**src/rtl/xc_malu_multiply_if.sv**
```systemverilog
// Request/response bundle for the iterative multiplier.
// The requester (master) drives the operands, opcode, valid and flush;
// the multiplier (slave) returns the product word, the ready pulse and busy.
interface xc_malu_multiply_if;
   logic [31:0] rs1;
   logic [31:0] rs2;
   logic        valid;
   logic [1:0]  op;
   logic        flush;
   logic [31:0] result;
   logic        ready;
   logic        busy;

   modport master (
      output rs1,
      output rs2,
      output valid,
      output op,
      output flush,
      input  result,
      input  ready,
      input  busy
   );

   modport slave (
      input  rs1,
      input  rs2,
      input  valid,
      input  op,
      input  flush,
      output result,
      output ready,
      output busy
   );
endinterface

```
**src/rtl/xc_malu_multiply.sv**
```systemverilog
// Iterative shift-and-add multiplier for mul / mulh / mulhsu / mulhu.
//
// Operands are converted to unsigned magnitudes when a request is accepted,
// and one multiplier bit is consumed per RUN cycle. The sign of the product
// is restored when the last RUN cycle hands over to FIN.
//
// Optional build macro: XC_MALU_MUL_EARLY_EXIT_EN
//   When defined, RUN ends as soon as the remaining multiplier bits are all
//   zero, so RUN lasts 1 to 32 cycles. Results are identical either way,
//   since the skipped cycles could only have added zero.
//
// result and ready are loaded on the edge that enters FIN, so both are
// visible for the whole FIN cycle; ready drops again when FIN returns to IDLE.
module xc_malu_multiply (
   input  logic               clock,
   input  logic               resetn,
   xc_malu_multiply_if.slave  bus
);

   typedef enum logic [1:0] {
      IDLE = 2'b00,
      RUN  = 2'b01,
      FIN  = 2'b10
   } state_t;

   localparam logic [1:0] OP_MUL    = 2'b00;
   localparam logic [1:0] OP_MULH   = 2'b01;
   localparam logic [1:0] OP_MULHSU = 2'b10;

   state_t      state;
   logic [5:0]  count;
   logic [63:0] acc;
   logic [31:0] mcand;
   logic [31:0] mplier;
   logic [1:0]  op_q;
   logic        neg;
   logic [31:0] result_q;
   logic        ready_q;

   logic        rs1_signed;
   logic        rs2_signed;
   logic [31:0] rs1_mag;
   logic [31:0] rs2_mag;
   logic        neg_in;
   logic [63:0] partial;
   logic [63:0] acc_sum;
   logic [63:0] product;
   logic [31:0] mplier_shift;
   logic [31:0] result_next;
   logic        last_step;

   // Decode operand signedness from the incoming opcode and form the
   // magnitudes and product sign that get latched on acceptance.
   // 0x80000000 negates to itself, which read as unsigned is exactly 2^31.
   always_comb begin
      rs1_signed = 1'b0;
      rs2_signed = 1'b0;
      if (bus.op == OP_MULH) begin
         rs1_signed = 1'b1;
         rs2_signed = 1'b1;
      end else if (bus.op == OP_MULHSU) begin
         rs1_signed = 1'b1;
      end
      rs1_mag = (rs1_signed && bus.rs1[31]) ? (~bus.rs1 + 32'd1) : bus.rs1;
      rs2_mag = (rs2_signed && bus.rs2[31]) ? (~bus.rs2 + 32'd1) : bus.rs2;
      neg_in  = (rs1_signed & bus.rs1[31]) ^ (rs2_signed & bus.rs2[31]);
   end

   // One shift-and-add step, plus the signed, word-selected view of the
   // accumulator as it will stand after this step.
   always_comb begin
      partial      = mplier[0] ? ({32'd0, mcand} << count) : 64'd0;
      acc_sum      = acc + partial;
      product      = neg ? (~acc_sum + 64'd1) : acc_sum;
      result_next  = (op_q == OP_MUL) ? product[31:0] : product[63:32];
      mplier_shift = mplier >> 1;
`ifdef XC_MALU_MUL_EARLY_EXIT_EN
      last_step    = (count == 6'd31) || (mplier_shift == 32'd0);
`else
      last_step    = (count == 6'd31);
`endif
   end

   // Control FSM and datapath registers; reset beats flush, flush beats valid.
   always_ff @(posedge clock) begin
      if (!resetn) begin
         state    <= IDLE;
         ready_q  <= 1'b0;
         result_q <= 32'd0;
         count    <= 6'd0;
         acc      <= 64'd0;
         mcand    <= 32'd0;
         mplier   <= 32'd0;
         op_q     <= OP_MUL;
         neg      <= 1'b0;
      end else if (bus.flush) begin
         state   <= IDLE;
         ready_q <= 1'b0;
      end else begin
         case (state)
            IDLE: begin
               ready_q <= 1'b0;
               if (bus.valid) begin
                  mcand  <= rs1_mag;
                  mplier <= rs2_mag;
                  op_q   <= bus.op;
                  neg    <= neg_in;
                  acc    <= 64'd0;
                  count  <= 6'd0;
                  state  <= RUN;
               end
            end
            RUN: begin
               acc    <= acc_sum;
               mplier <= mplier_shift;
               count  <= count + 6'd1;
               if (last_step) begin
                  result_q <= result_next;
                  ready_q  <= 1'b1;
                  state    <= FIN;
               end
            end
            FIN: begin
               ready_q <= 1'b0;
               state   <= IDLE;
            end
            default: begin
               ready_q <= 1'b0;
               state   <= IDLE;
            end
         endcase
      end
   end

   assign bus.result = result_q;
   assign bus.ready  = ready_q;
   assign bus.busy   = (state != IDLE);

endmodule

```
**src/flat_wrapper.sv**
```systemverilog
// flat-port wrapper written by rule: the top's interface ports become plain ports
module xc_malu_multiply_flat 
  (clock, resetn, bus_rs1, bus_rs2, bus_valid, bus_op, bus_flush, bus_result, bus_ready, bus_busy);
  xc_malu_multiply_if bus_i ();
  input  logic clock;
  input  logic resetn;
  input wire logic [$bits(bus_i.rs1)-1:0] bus_rs1;
  input wire logic [$bits(bus_i.rs2)-1:0] bus_rs2;
  input wire logic [$bits(bus_i.valid)-1:0] bus_valid;
  input wire logic [$bits(bus_i.op)-1:0] bus_op;
  input wire logic [$bits(bus_i.flush)-1:0] bus_flush;
  output wire logic [$bits(bus_i.result)-1:0] bus_result;
  output wire logic [$bits(bus_i.ready)-1:0] bus_ready;
  output wire logic [$bits(bus_i.busy)-1:0] bus_busy;
  assign bus_i.rs1 = bus_rs1;
  assign bus_i.rs2 = bus_rs2;
  assign bus_i.valid = bus_valid;
  assign bus_i.op = bus_op;
  assign bus_i.flush = bus_flush;
  assign bus_result = bus_i.result;
  assign bus_ready = bus_i.ready;
  assign bus_busy = bus_i.busy;
  xc_malu_multiply u_core (.clock(clock), .resetn(resetn), .bus(bus_i));
endmodule
```
**config.mk**
```make
export PLATFORM = sky130hd
export DESIGN_NAME = xc_malu_multiply_flat
export DESIGN_NICKNAME = d
export VERILOG_FILES = /design/src/rtl/xc_malu_multiply_if.sv /design/src/rtl/xc_malu_multiply.sv /design/src/flat_wrapper.sv
export SDC_FILE = /design/constraint.sdc
export NUM_CORES = 1
export LEC_CHECK = 0
export BUFFER_PORTS_ARGS = -buffer_cell sky130_fd_sc_hd__buf_2
export CAP_MARGIN = 30
export CORE_UTILIZATION = 45
export CTS_CLUSTER_DIAMETER = 40
export CTS_CLUSTER_SIZE = 14
export DETAILED_ROUTE_END_ITERATION = 16
export SLEW_MARGIN = 10
export SYNTH_ARGS = -nofsm -noshare
export SYNTH_HDL_FRONTEND = slang
export SYNTH_SLANG_ARGS = --single-unit
```
**constraint.sdc**
```tcl
create_clock -name clock -period 6.7 [get_ports clock]
set_clock_uncertainty 0.15 [all_clocks]
set_input_delay 0.335 -clock clock [delete_from_list [all_inputs] [get_ports clock]]
set_output_delay 0.335 -clock clock [all_outputs]
set_load 0.01 [all_outputs]
```
Word level (Yosys, flattened, before mapping) --
Cells that the tools add are included.
Cells by class: add/sub/neg operators 5, equal/unequal tests 6, shift-type cells 1, mux-type cells 17, bitwise operators 9, reduce and logical (&&, ||, !) cells 12
Operators with widths (count):
- 64-bit two-way mux | 3
- 32-bit two-way mux | 4
- 64-bit case mux with 2 select lines | 1
- 32-bit by 1-bit adder with 32-bit output, second input constant | 2
- 64-bit by 1-bit adder with 64-bit output, second input constant | 1
- 64-bit adder | 1
- 32-bit NOT | 2
- 64-bit NOT | 1
- 32-bit case mux with 2 select lines | 1
- 32-bit by 6-bit left shift with 64-bit output | 1
- 6-bit case mux with 2 select lines | 1
- 3-bit AND reduction | 3
- 6-bit by 1-bit adder with 6-bit output, second input constant | 1
- 6-bit by 5-bit equality test with 1-bit output, second input constant | 1
- 6-bit two-way mux | 1
- 2-bit by 1-bit equality test with 1-bit output, second input constant | 2
- 2-bit zero test | 2
- 2-bit two-way mux | 2
- 2-bit case mux with 2 select lines | 1
- 2-bit nonzero test | 2
- 1-bit two-way mux | 3
- 1-bit NOT | 3
- 3-bit OR reduction | 1
- 1-bit bitwise AND | 2
- other kinds (7) | 8
Word-level totals: flip-flop bits (word level) 172, logic and storage cells 59

Longest topological paths before layout --
Gate-level depths: netlist of run 1.
depth in word-level cells 7, depth in mapped cells 27, gate-level depth less buffers 23

Worst setup path after synthesis of run 1 --
Ideal clock, no wire load.
path kind reg-to-reg, from reg u_core.count[0], to reg u_core.result_q[14], in the netlist u_core.bus.result[14], arrival 6350 ps, data required time 6433 ps, setup slack 82 ps, stages on the path, launching flop included 23, path buffers 4, clock period less this slack 6618 ps, path through dfxtp_1 > buf_1 > buf_1 > mux4_2 > mux2i_1 > mux2_2 > nor2_1 > a21oi_1 > nor2_1 > ha_1 > clkbuf_1 > nand4_1 > a2111o_1 > and3_1 > xnor2_1 > or4b_1 > or4b_1 > or4b_1 > clkbuf_1 > nor3_2 > mux2i_1 > nand2_1 > a32o_1
On the way: longest elaborated chain between the ends 7, elaborated cells on any way between the ends 9, classes of those cells 2 x add/sub; 1 x eq/ne; 1 x shift; 3 x mux; 1 x bitwise; 1 x reduce/logical
RTL lines:
- start, declared | RTL line xc_malu_multiply.sv:31 | logic [5:0] count;
- start signal, assigned | RTL line xc_malu_multiply.sv:116 | count <= count + 6'd1;
- 32-bit by 6-bit left shift with 64-bit output | RTL line xc_malu_multiply.sv:72 | partial = mplier[0] ? ({32'd0, mcand} << count) : 64'd0;
- 64-bit two-way mux | RTL line xc_malu_multiply.sv:72
- 64-bit adder | RTL line xc_malu_multiply.sv:73 | acc_sum = acc + partial;
- 64-bit NOT | RTL line xc_malu_multiply.sv:74 | product = neg ? (~acc_sum + 64'd1) : acc_sum;
- 64-bit by 1-bit adder with 64-bit output | RTL line xc_malu_multiply.sv:74
- 64-bit two-way mux | RTL line xc_malu_multiply.sv:74
- 32-bit two-way mux | RTL line xc_malu_multiply.sv:75 | result_next = (op_q == OP_MUL) ? product[31:0] : product[63:32];
- end signal, assigned | RTL line xc_malu_multiply.sv:118 | result_q <= result_next;
- end, declared | RTL line xc_malu_multiply.sv:37 | logic [31:0] result_q;
Parallel ways exist; a longest one is shown, timed or not. A chain may end at the register's enable or synchronous reset.

Worst setup path in the final report of run 1 --
from reg u_core.count[0], to reg u_core.result_q[18], in the netlist u_core.bus.result[18]
Same word-level chain as after synthesis.

==> metrics.txt, run 1 <==
Buffers on Ports 103; first-pass GRT wire length 105000 µm; Synth Area in Compound Gates 0.304; Final GP Congestion 1.05; Synth Area in XOR/XNOR 0.0615; Mapped Area 16900 µm²; Die X 196 µm; routed vias/inst 6.37; 1st-pass router iterations 6; post-route cell area 19500 µm²; largest net degree at the start of global routing 95; Worst Hold Class in2reg; mux share of post-synthesis cell area 0.0687; Synth area leaders dfxtp_1, nand2_1, nor2_1; max cap viols 0; layout cells sized above 1 0.176; cell depth of the worst setup path 21; Crit path arrival time 6.78 ns; Top delay family on crit path simple AND/OR/NAND/NOR gates; Int Pwr 1840 µW; Site Rows 70; drt total wl 69900 µm; endpoints failing setup 0; Net Sw Frac 0.335; Synth Flop Type dfxtp_1; Reg2Reg Launch Point u_core.count[0]; Sequential Power Share 0.389; fillers 3627; busiest grt layer met2; Final Util 0.531; Max H-tree Level 4; EDFF count, synth 0; clk buf depth 2; Core Region 36800 µm²; GR Util met3 0.0648; fin cells 2934; cell accounting for the most synthesized area dfxtp_1; f_max 0.153 GHz; wire length per cell 23.8 µm; worst path required time 6.94 ns; global route overflow 0; Worst R2R End u_core.bus.result[18]; VDD IR max 155 µV; CTS clk-pin slew, worst paths 0.08 ns; worst path bufs/invs 4; final hold vios 0; Psw 925 µW; crit-path cells buf_12 -> mux4_2 -> mux2_2 -> o21ai_0 -> buf_4 -> mux2i_1 -> nor2b_1 -> ha_1 -> a21oi_1 -> o21ai_0 -> buf_4 -> a21oi_1 -> o21ai_0 -> xor2_1 -> or4b_4 -> nor4_4 -> or3b_1 -> buf_4 -> mux2i_1 -> nand4_1 -> a21boi_0; Post-synth top cells nand2_1, nor2_1, dfxtp_1; yosys warns 0; CP max-delay cell or4b_4; Worst Max-Slew Pin Slew 1.03 ns; Synthesized Nets 2459; Yosys cell types 99; nets 2592; status finished, final reports clean; I/O Pins 104; Clock Power Share 0.382; Final HPWL DP 55700 µm; P_leak 0.00803 µW; Post-Place Cells 2897; Synth Register Bits 172; area delta synth->final 15.4%; Clock Latency Late Sink 0.47 ns; Final ANT Viol Nets 0; register area share after synthesis 0.203; clock root buffer clkbuf_16; Rel. slew slack 0.306; FF-to-FF path depth 21; grt met1 use 0.462; vias in the first global route 17500; Placed Instance Area 18700 µm²; CTS buffer count 17; crit path capture type flop; Avg Cell Area, Syn 7.30 µm²; PD cells 141 nW/µm²; Logic pwr share 0.230; # diodes 0; setup slack, reg-to-reg 0.15 ns; Worst Hold Launch bus_rs1[0]; Mapped Cells 2320; GRT met2 Usage 0.582; vias 18700; # DRC 0; crit path max fanout 17; floorplan die height 196 µm; initial antenna violation count 3; die area 38400 µm²; synthesized-area fraction occupied by adder cells 0.0514; kind of critical path reg2reg; hold path endpoint u_core.mcand[0]; min cycle time layout 6.55 ns; count leader, synth nand2_1; gr usage total 0.360; PnR worst setup slack 0.153 ns; largest family of logic cells by synthesized area compound AO/OA/AOI/OAI gates; crit share post-route 0.977; Initial Util 0.461; Max Slew Vio Count 0; worst stage delay on the critical path 0.59 ns; CP Launch Type flop; DRT iter0 DRCs 1760; Setup WS pre-CTS -0.327 ns; Synth async-reset ratio 0; Worst Hold Depth 3; Synth Area in Simple Gates 0.265; share of the synthesized area in the top cell type 0.203; CTS sink count 172; CTS tree done
## routing by layer
layer	wire length [µm]	share of wire
met1	29800	0.43
met2	31700	0.45
met3	4720	0.068
met4	3670	0.052
met5	20	0.00029
## through the flow
stage          hold WS, ns  power, µW  TNS (ns)
2_1_floorplan        0.282       1490         0
3_3_place_gp         0.272       1700     -3.56
3_5_place_dp         0.274       1710     -2.31
4_1_cts            0.00168       2750         0
5_1_grt           0.000944       2870   -0.0265
6_report            0.0154       2760         0
## worst max path at each step
| stage | start | end | slack [ns] |
|---|---|---|---|
| floorplan | u_core.count[0] | u_core.bus.result[14] | 0.08 |
| global placement | u_core.count[1] | u_core.bus.result[18] | -0.43 |
| detailed placement | u_core.count[1] | u_core.bus.result[18] | -0.33 |
| CTS | u_core.count[0] | u_core.bus.result[18] | 0.01 |
| global route | u_core.count[0] | u_core.bus.result[18] | -0.03 |
| finish | u_core.count[0] | u_core.bus.result[18] | 0.15 |
## power groups by stage
| stage | combinational (µW) | clock (µW) | sequential [µW] |
|---|---|---|---|
| final | 634 | 1050 | 1070 |
| after detailed placement | 612 | 0 | 1100 |
| after global placement | 606 | 0 | 1100 |
| after global routing | 684 | 1110 | 1080 |
| after floorplan | 400 | 0 | 1090 |
| after CTS | 620 | 1060 | 1070 |
## layout make-up
cell class	instances	area (µm²)	area share
Clock inverter	14	171	0.00877
Sequential cell	172	3450	0.176
Timing Repair Buffer	275	1850	0.0947
Tap cell	468	586	0.0300
Multi-Input combinational cell	1949	12900	0.661
Clock buffer	18	429	0.0220
Inverter	38	143	0.00730
## worst reg2reg max path, cell delays in order (launching register included)
cell and delay [ns]:
dfxtp_2 0.36, buf_12 0.17, mux4_2 0.53, mux2_2 0.29, o21ai_0 0.34, buf_4 0.21
mux2i_1 0.09, nor2b_1 0.18, ha_1 0.33, a21oi_1 0.38, o21ai_0 0.27, buf_4 0.21
a21oi_1 0.23, o21ai_0 0.23, xor2_1 0.24, or4b_4 0.59, nor4_4 0.38, or3b_1 0.46
buf_4 0.18, mux2i_1 0.22, nand4_1 0.22, a21boi_0 0.21
## what timing repair did
action | in CTS | in global routing
pin swaps | 0 | 2
setup endpoints to repair | 24 | 27
setup buffers | 0 | 3
hold endpoints to repair | 2 | 0
resized for setup | 9 | 45
hold buffers | 2 | 0
## state kept, by name (all words and copies together) (netlist names)
signal	count
u_core.acc	64
u_core.bus.ready	1
u_core.bus.result	32
u_core.count	6
u_core.mcand	32
u_core.mplier	32
u_core.neg	1
u_core.op_q	2
u_core.state	2
## layout by cell type, fill, tap and decap left out, types with 18 or more instances in the layout
cell        n
a22o_1     48
nand3_1    60
buf_2     103
a21o_1     27
ha_1       57
o211ai_1   18
o211a_1    34
nor4_1     21
o21ai_1    22
a211oi_1   47
buf_4     166
dfxtp_1   169
xnor2_1    75
or3_1      24
a21oi_1   161
inv_1      36
nand2_1   274
nor3_1     65
o21a_1     32
nor2b_1    52
a31oi_1    25
mux2i_1    50
and2_1     33
o21ai_0   154
mux2_2     22
mux4_2     18
nor2_1    227
xor2_1     44
nand4_1    37
o22ai_1    22
## kinds of logic after synthesis
family / after synthesis
compound gates: 760
xor+xnor: 119
flops: 172
buf+inv: 199
mux: 91
fa+ha+maj: 69
simple gates: 910
No activity file was read; power rests on OpenSTA's default activity.
==> run 2, diff against run 1 <==
Settings changed: CORE_ASPECT_RATIO set to 0.7, CORE_MARGIN set to 2.
==> metrics.txt, run 2 (same netlist as run 1, synthesis figures left out) <==
f_max 0.154 GHz (+0.59%); CTS sink count 172 (unchanged); fin cells 3088 (+5.2%); PD cells 140 nW/µm² (-1.1%); Worst Max-Slew Pin Slew 1.05 ns (+0.0149 ns); floorplan die height 166 µm (-15%); CP startpoint u_core.count[0]; first-pass GRT wire length 113000 µm (+7.4%); Biggest register u_core.acc; global route overflow 0 (unchanged); worst path bufs/invs 4 (unchanged); Final ANT Viol Nets 0 (unchanged); CTS buffer count 17 (unchanged); min cycle time layout 6.51 ns (-0.0385 ns); Site Rows 59 (-16%); Worst Hold Class in2reg; initial antenna violation count 2 (-1); Max Slew Vio Count 0 (unchanged); Initial Util 0.456 (-0.00430); clock root buffer clkbuf_16; Clock Latency Late Sink 0.47 ns (about the same); Rel. slew slack 0.298 (-0.00805); kind of critical path reg2reg; largest net degree at the start of global routing 97 (+2.1%); PnR worst setup slack 0.192 ns (+0.0385 ns); DRT iter0 DRCs 2907 (+65%); Reg2Reg Launch Point u_core.count[0]; Die X 236 µm (+20%); crit path capture type flop; gr usage total 0.379 (+0.0185); worst path required time 6.89 ns (-0.05 ns); Worst Hold Launch bus_op[0]; Worst path most repeated cell buf_4; layout cells sized above 1 0.217 (+0.0413); Final GP Congestion 1.06 (+0.24%); crit path max fanout 19 (+2); Post-Place Cells 3051 (+5.3%); clk buf depth 2 (unchanged); max cap viols 0 (unchanged); routed vias/inst 6.51 (+2.1%); I/O Pins 104 (unchanged); status finished, final reports clean; P_leak 0.00870 µW (+8.3%); CP Launch Type flop; Max H-tree Level 4 (unchanged); Final HPWL DP 60900 µm (+9.3%); Top delay family on crit path simple AND/OR/NAND/NOR gates; RSZ-0062 raised after global routing no; Buffers on Ports 103 (unchanged); TNS Setup 0 ns (unchanged); # diodes 0 (unchanged); vias 20100 (+7.5%); final hold vios 0 (unchanged); crit-path cells buf_12 -> mux4_2 -> buf_4 -> mux2i_1 -> nor3_2 -> ha_1 -> a21o_1 -> a31oi_1 -> buf_4 -> nor2_1 -> buf_4 -> o31a_1 -> or3_1 -> and2_1 -> or4b_4 -> nand4bb_1 -> or4_1 -> o211ai_1 -> a221o_1 -> a21boi_0; area delta synth->final 21.6%; # DRC 0 (unchanged); most frequent cells in the layout buf_4, nand2_1, nor2_1; nets 2726 (+5.2%); drt total wl 76200 µm (+9.0%); Core Region 37100 µm² (+0.94%); vias in the first global route 18000 (+3.1%); crit share post-route 0.971 (-0.00575); CTS tree done; Crit path arrival time 6.70 ns (-0.08 ns); max FFs per register 64 (unchanged); worst stage delay on the critical path 0.60 ns (about the same); leading cell type in the layout, fill and taps excluded buf_4; CP max-delay cell or4b_4; VDD IR max 192 µV (+24%); Setup WS pre-CTS -0.0292 ns (+0.298 ns); wire length per cell 24.7 µm (+3.5%); 1st-pass router iterations 7 (+1); endpoints failing setup 0 (unchanged); die area 39200 µm² (+2.1%); CTS clk-pin slew, worst paths 0.08 ns (about the same)
==> run 2: changes by cell type in the layout (fill, tap and decap cells not counted), moves of 3 or more <==
cell / change
a31oi_1: +3
a31oi_2: -3
buf_12: +3
buf_4: +135
ha_1: +6
ha_2: -6
inv_6: -3
inv_8: +3
==> run 2: final cells by class <==
cell class                 instances  area [µm²]
fill                            3605       16500
multi-input combinational       1949       12900
inverter                          38         143
clock inverter                    15         211
tap                              488         611
sequential                       172        3450
clock buffer                      17         425
timing repair buffer             409        2870
==> run 2: routing by layer <==
layer,share of wire,wire [µm],global-route usage
met4,0.018,1380,0.0703
met5,0.00035,27,0
met3,0.14,10500,0.126
met1,0.47,35600,0.581
met2,0.38,28700,0.504
==> run 2: what timing repair did <==
item                                    CTS  global route
resized for setup                         1            44
setup buffers                             0             3
endpoints found under the setup margin    4            31
gates cloned                              0             0
endpoints found under the hold margin     1             0
pin swaps                                 0             1
hold buffers                              1             0
==> run 2: power breakdown <==
part           leakage [µW]  internal, µW  total (µW)  switching [µW]
Sequential          0.00140          1050        1070            25.8
Combinational       0.00699           271         676             404
Clock              0.000307           552        1130             578
==> run 2: tightest hold or removal path: cells and delay by family <==
family | cells | cell delay, ns
compound gates | 1 | 0.07
buf+inv | 1 | 0.11
simple gates | 1 | 0.06
==> run 2: worst paths after layout <==
check                     endpoint  slack, ns  cells past startpoint
min reg2reg       u_core.bus.ready       0.31                      2
max          u_core.bus.result[11]       0.19                     20
max reg2reg  u_core.bus.result[11]       0.19                     20
min                 u_core.op_q[0]       0.02                      3
==> run 2: through the flow <==
stage / utilization / power (µW) / area [µm²] / hold WS (ns)
detailed placement: 0.533 / 1730 / 19800 / 0.289
floorplan: - / 1490 / 16900 / 0.282
global route: 0.555 / 2970 / 20600 / 0.0230
CTS: 0.550 / 2850 / 20400 / 0.0114
global placement: 0.532 / 1730 / 19700 / 0.277
finish: 0.555 / 2880 / 20600 / 0.0150
==> run 3, diff against run 2 <==
Settings changed: CTS_BUF_LIST set to sky130_fd_sc_hd__clkbuf_16, MAX_ROUTING_LAYER set to met4.
==> metrics.txt, run 3 (same netlist as run 1, synthesis figures left out) <==
crit path max fanout 34 (+15); initial antenna violation count 3 (+1); worst stage delay on the critical path 0.63 ns (+0.03 ns); Buffers on Ports 103 (unchanged); max FFs per register 64 (unchanged); met3 wire len 9880 µm (-5.9%); Max H-tree Level 4 (unchanged); f_max 0.153 GHz (-0.18%); P_leak 0.00862 µW (-0.92%); VDD IR max 177 µV (-8.0%); CP Launch Type flop; met1 WL 35900 µm (+0.84%); routed vias/inst 6.48 (-0.47%); Die X 236 µm (unchanged); nets 2716 (-0.37%); largest net degree at the start of global routing 97 (unchanged); drt total wl 75400 µm (-1.1%); endpoints failing setup 0 (unchanged); Worst path most repeated cell buf_4; floorplan die height 166 µm (unchanged); Final ANT Viol Nets 0 (unchanged); die area 39200 µm² (unchanged); DRT iter0 DRCs 2714 (-6.6%); global route overflow 0 (unchanged); most frequent cells in the layout buf_4, nand2_1, nor2_1; RSZ-0062 raised after global routing no; kind of critical path reg2reg; 1st-pass router iterations 6 (-1); Initial Util 0.456 (unchanged); area delta synth->final 20.4%; Biggest register u_core.acc; Crit path arrival time 6.79 ns (+0.09 ns); CTS buffer count 17 (unchanged); leading cell type in the layout, fill and taps excluded buf_4; TNS Setup 0 ns (unchanged); CTS sink count 172 (unchanged); Site Rows 59 (unchanged); worst path bufs/invs 6 (+2); Worst Max-Slew Pin Slew 1.14 ns (+0.0939 ns); Final GP Congestion 1.09 (+3.5%); WL met2 28100 µm (-2.2%); max cap viols 0 (unchanged); final hold vios 0 (unchanged); vias 19900 (-0.73%); wire length per cell 24.5 µm (-0.80%); clk buf depth 2 (unchanged); gr usage total 0.388 (+0.00954); I/O Pins 104 (unchanged); CTS tree done; # DRC 0 (unchanged); worst path required time 6.97 ns (+0.08 ns); Rel. slew slack 0.240 (-0.0572); Top delay family on crit path compound AO/OA/AOI/OAI gates; layout cells sized above 1 0.208 (-0.00959); Worst Hold Class in2reg; Core Region 37100 µm² (unchanged); CP max-delay cell o21ai_0; crit path capture type flop; Clock Latency Late Sink 0.47 ns (about the same); vias in the first global route 18100 (+0.42%); status finished, final reports clean; Max Slew Vio Count 0 (unchanged); fillers 3659 (+1.5%); clock root buffer clkbuf_16; first-pass GRT wire length 113000 µm (+0.45%); max layer used met4; crit share post-route 0.973 (+0.00173); PnR worst setup slack 0.180 ns (-0.0116 ns); PD cells 137 nW/µm² (-1.7%); Setup WS pre-CTS 0.120 ns (+0.150 ns); CTS clk-pin slew, worst paths 0.09 ns (about the same); Final HPWL DP 60500 µm (-0.64%); min cycle time layout 6.52 ns (+0.0116 ns)
## run 3: where the power goes
part	switching (µW)	total, µW	internal, µW
registers	28.0	1080	1050
clock network	552	1060	506
logic	398	668	270
## run 3: worst paths after layout
check | startpoint | end | slack (ns) | cells past startpoint
max | u_core.count[0] | u_core.bus.result[30] | 0.18 | 25
min | bus_rs2[31] | u_core.mplier[31] | 0.04 | 3
max reg2reg | u_core.count[0] | u_core.bus.result[30] | 0.18 | 25
min reg2reg | u_core.bus.ready | u_core.bus.ready | 0.30 | 2
## run 3: metrics by stage
step                total power [µW]  utilization  area (µm²)  std cells  hold slack [ns]
detailed placement              1740        0.530       19700       3042            0.286
floorplan                       1490            -       16900       2320            0.282
global route                    2910        0.549       20400       3080           0.0866
CTS                             2790        0.546       20300       3076           0.0187
finish                          2800        0.549       20400       3080           0.0385
global placement                1730        0.529       19700       3041            0.281
## run 3: cell type report
cell class                      count  area, µm²  area share
Multi-Input combinational cell   1949      12800       0.629
Clock buffer                       17        425      0.0209
Tap cell                          488        611      0.0299
Antenna cell                        2       5.00    0.000245
Clock inverter                     15        176     0.00865
Timing Repair Buffer              399       2760       0.135
Inverter                           38        143     0.00699
Sequential cell                   172       3450       0.169
## run 3: routing by layer
layer,vias up,global-route usage
li1,9162,-
met1,9581,0.584
met2,1117,0.491
met3,88,0.124
met4,0,0.0778
met5,-,-
## run 3: timing repair
| action | in CTS | in global routing |
|---|---|---|
| endpoints found under the setup margin | 0 | 30 |
| hold buffers | 2 | 0 |
| endpoints found under the hold margin | 2 | 0 |
| setup buffers | 0 | 1 |
| gates resized for setup | 0 | 32 |
## run 3: worst min-delay path: stages
cell,delay (ns)
buf_2,0.10
a32oi_1,0.09
nor2b_1,0.09
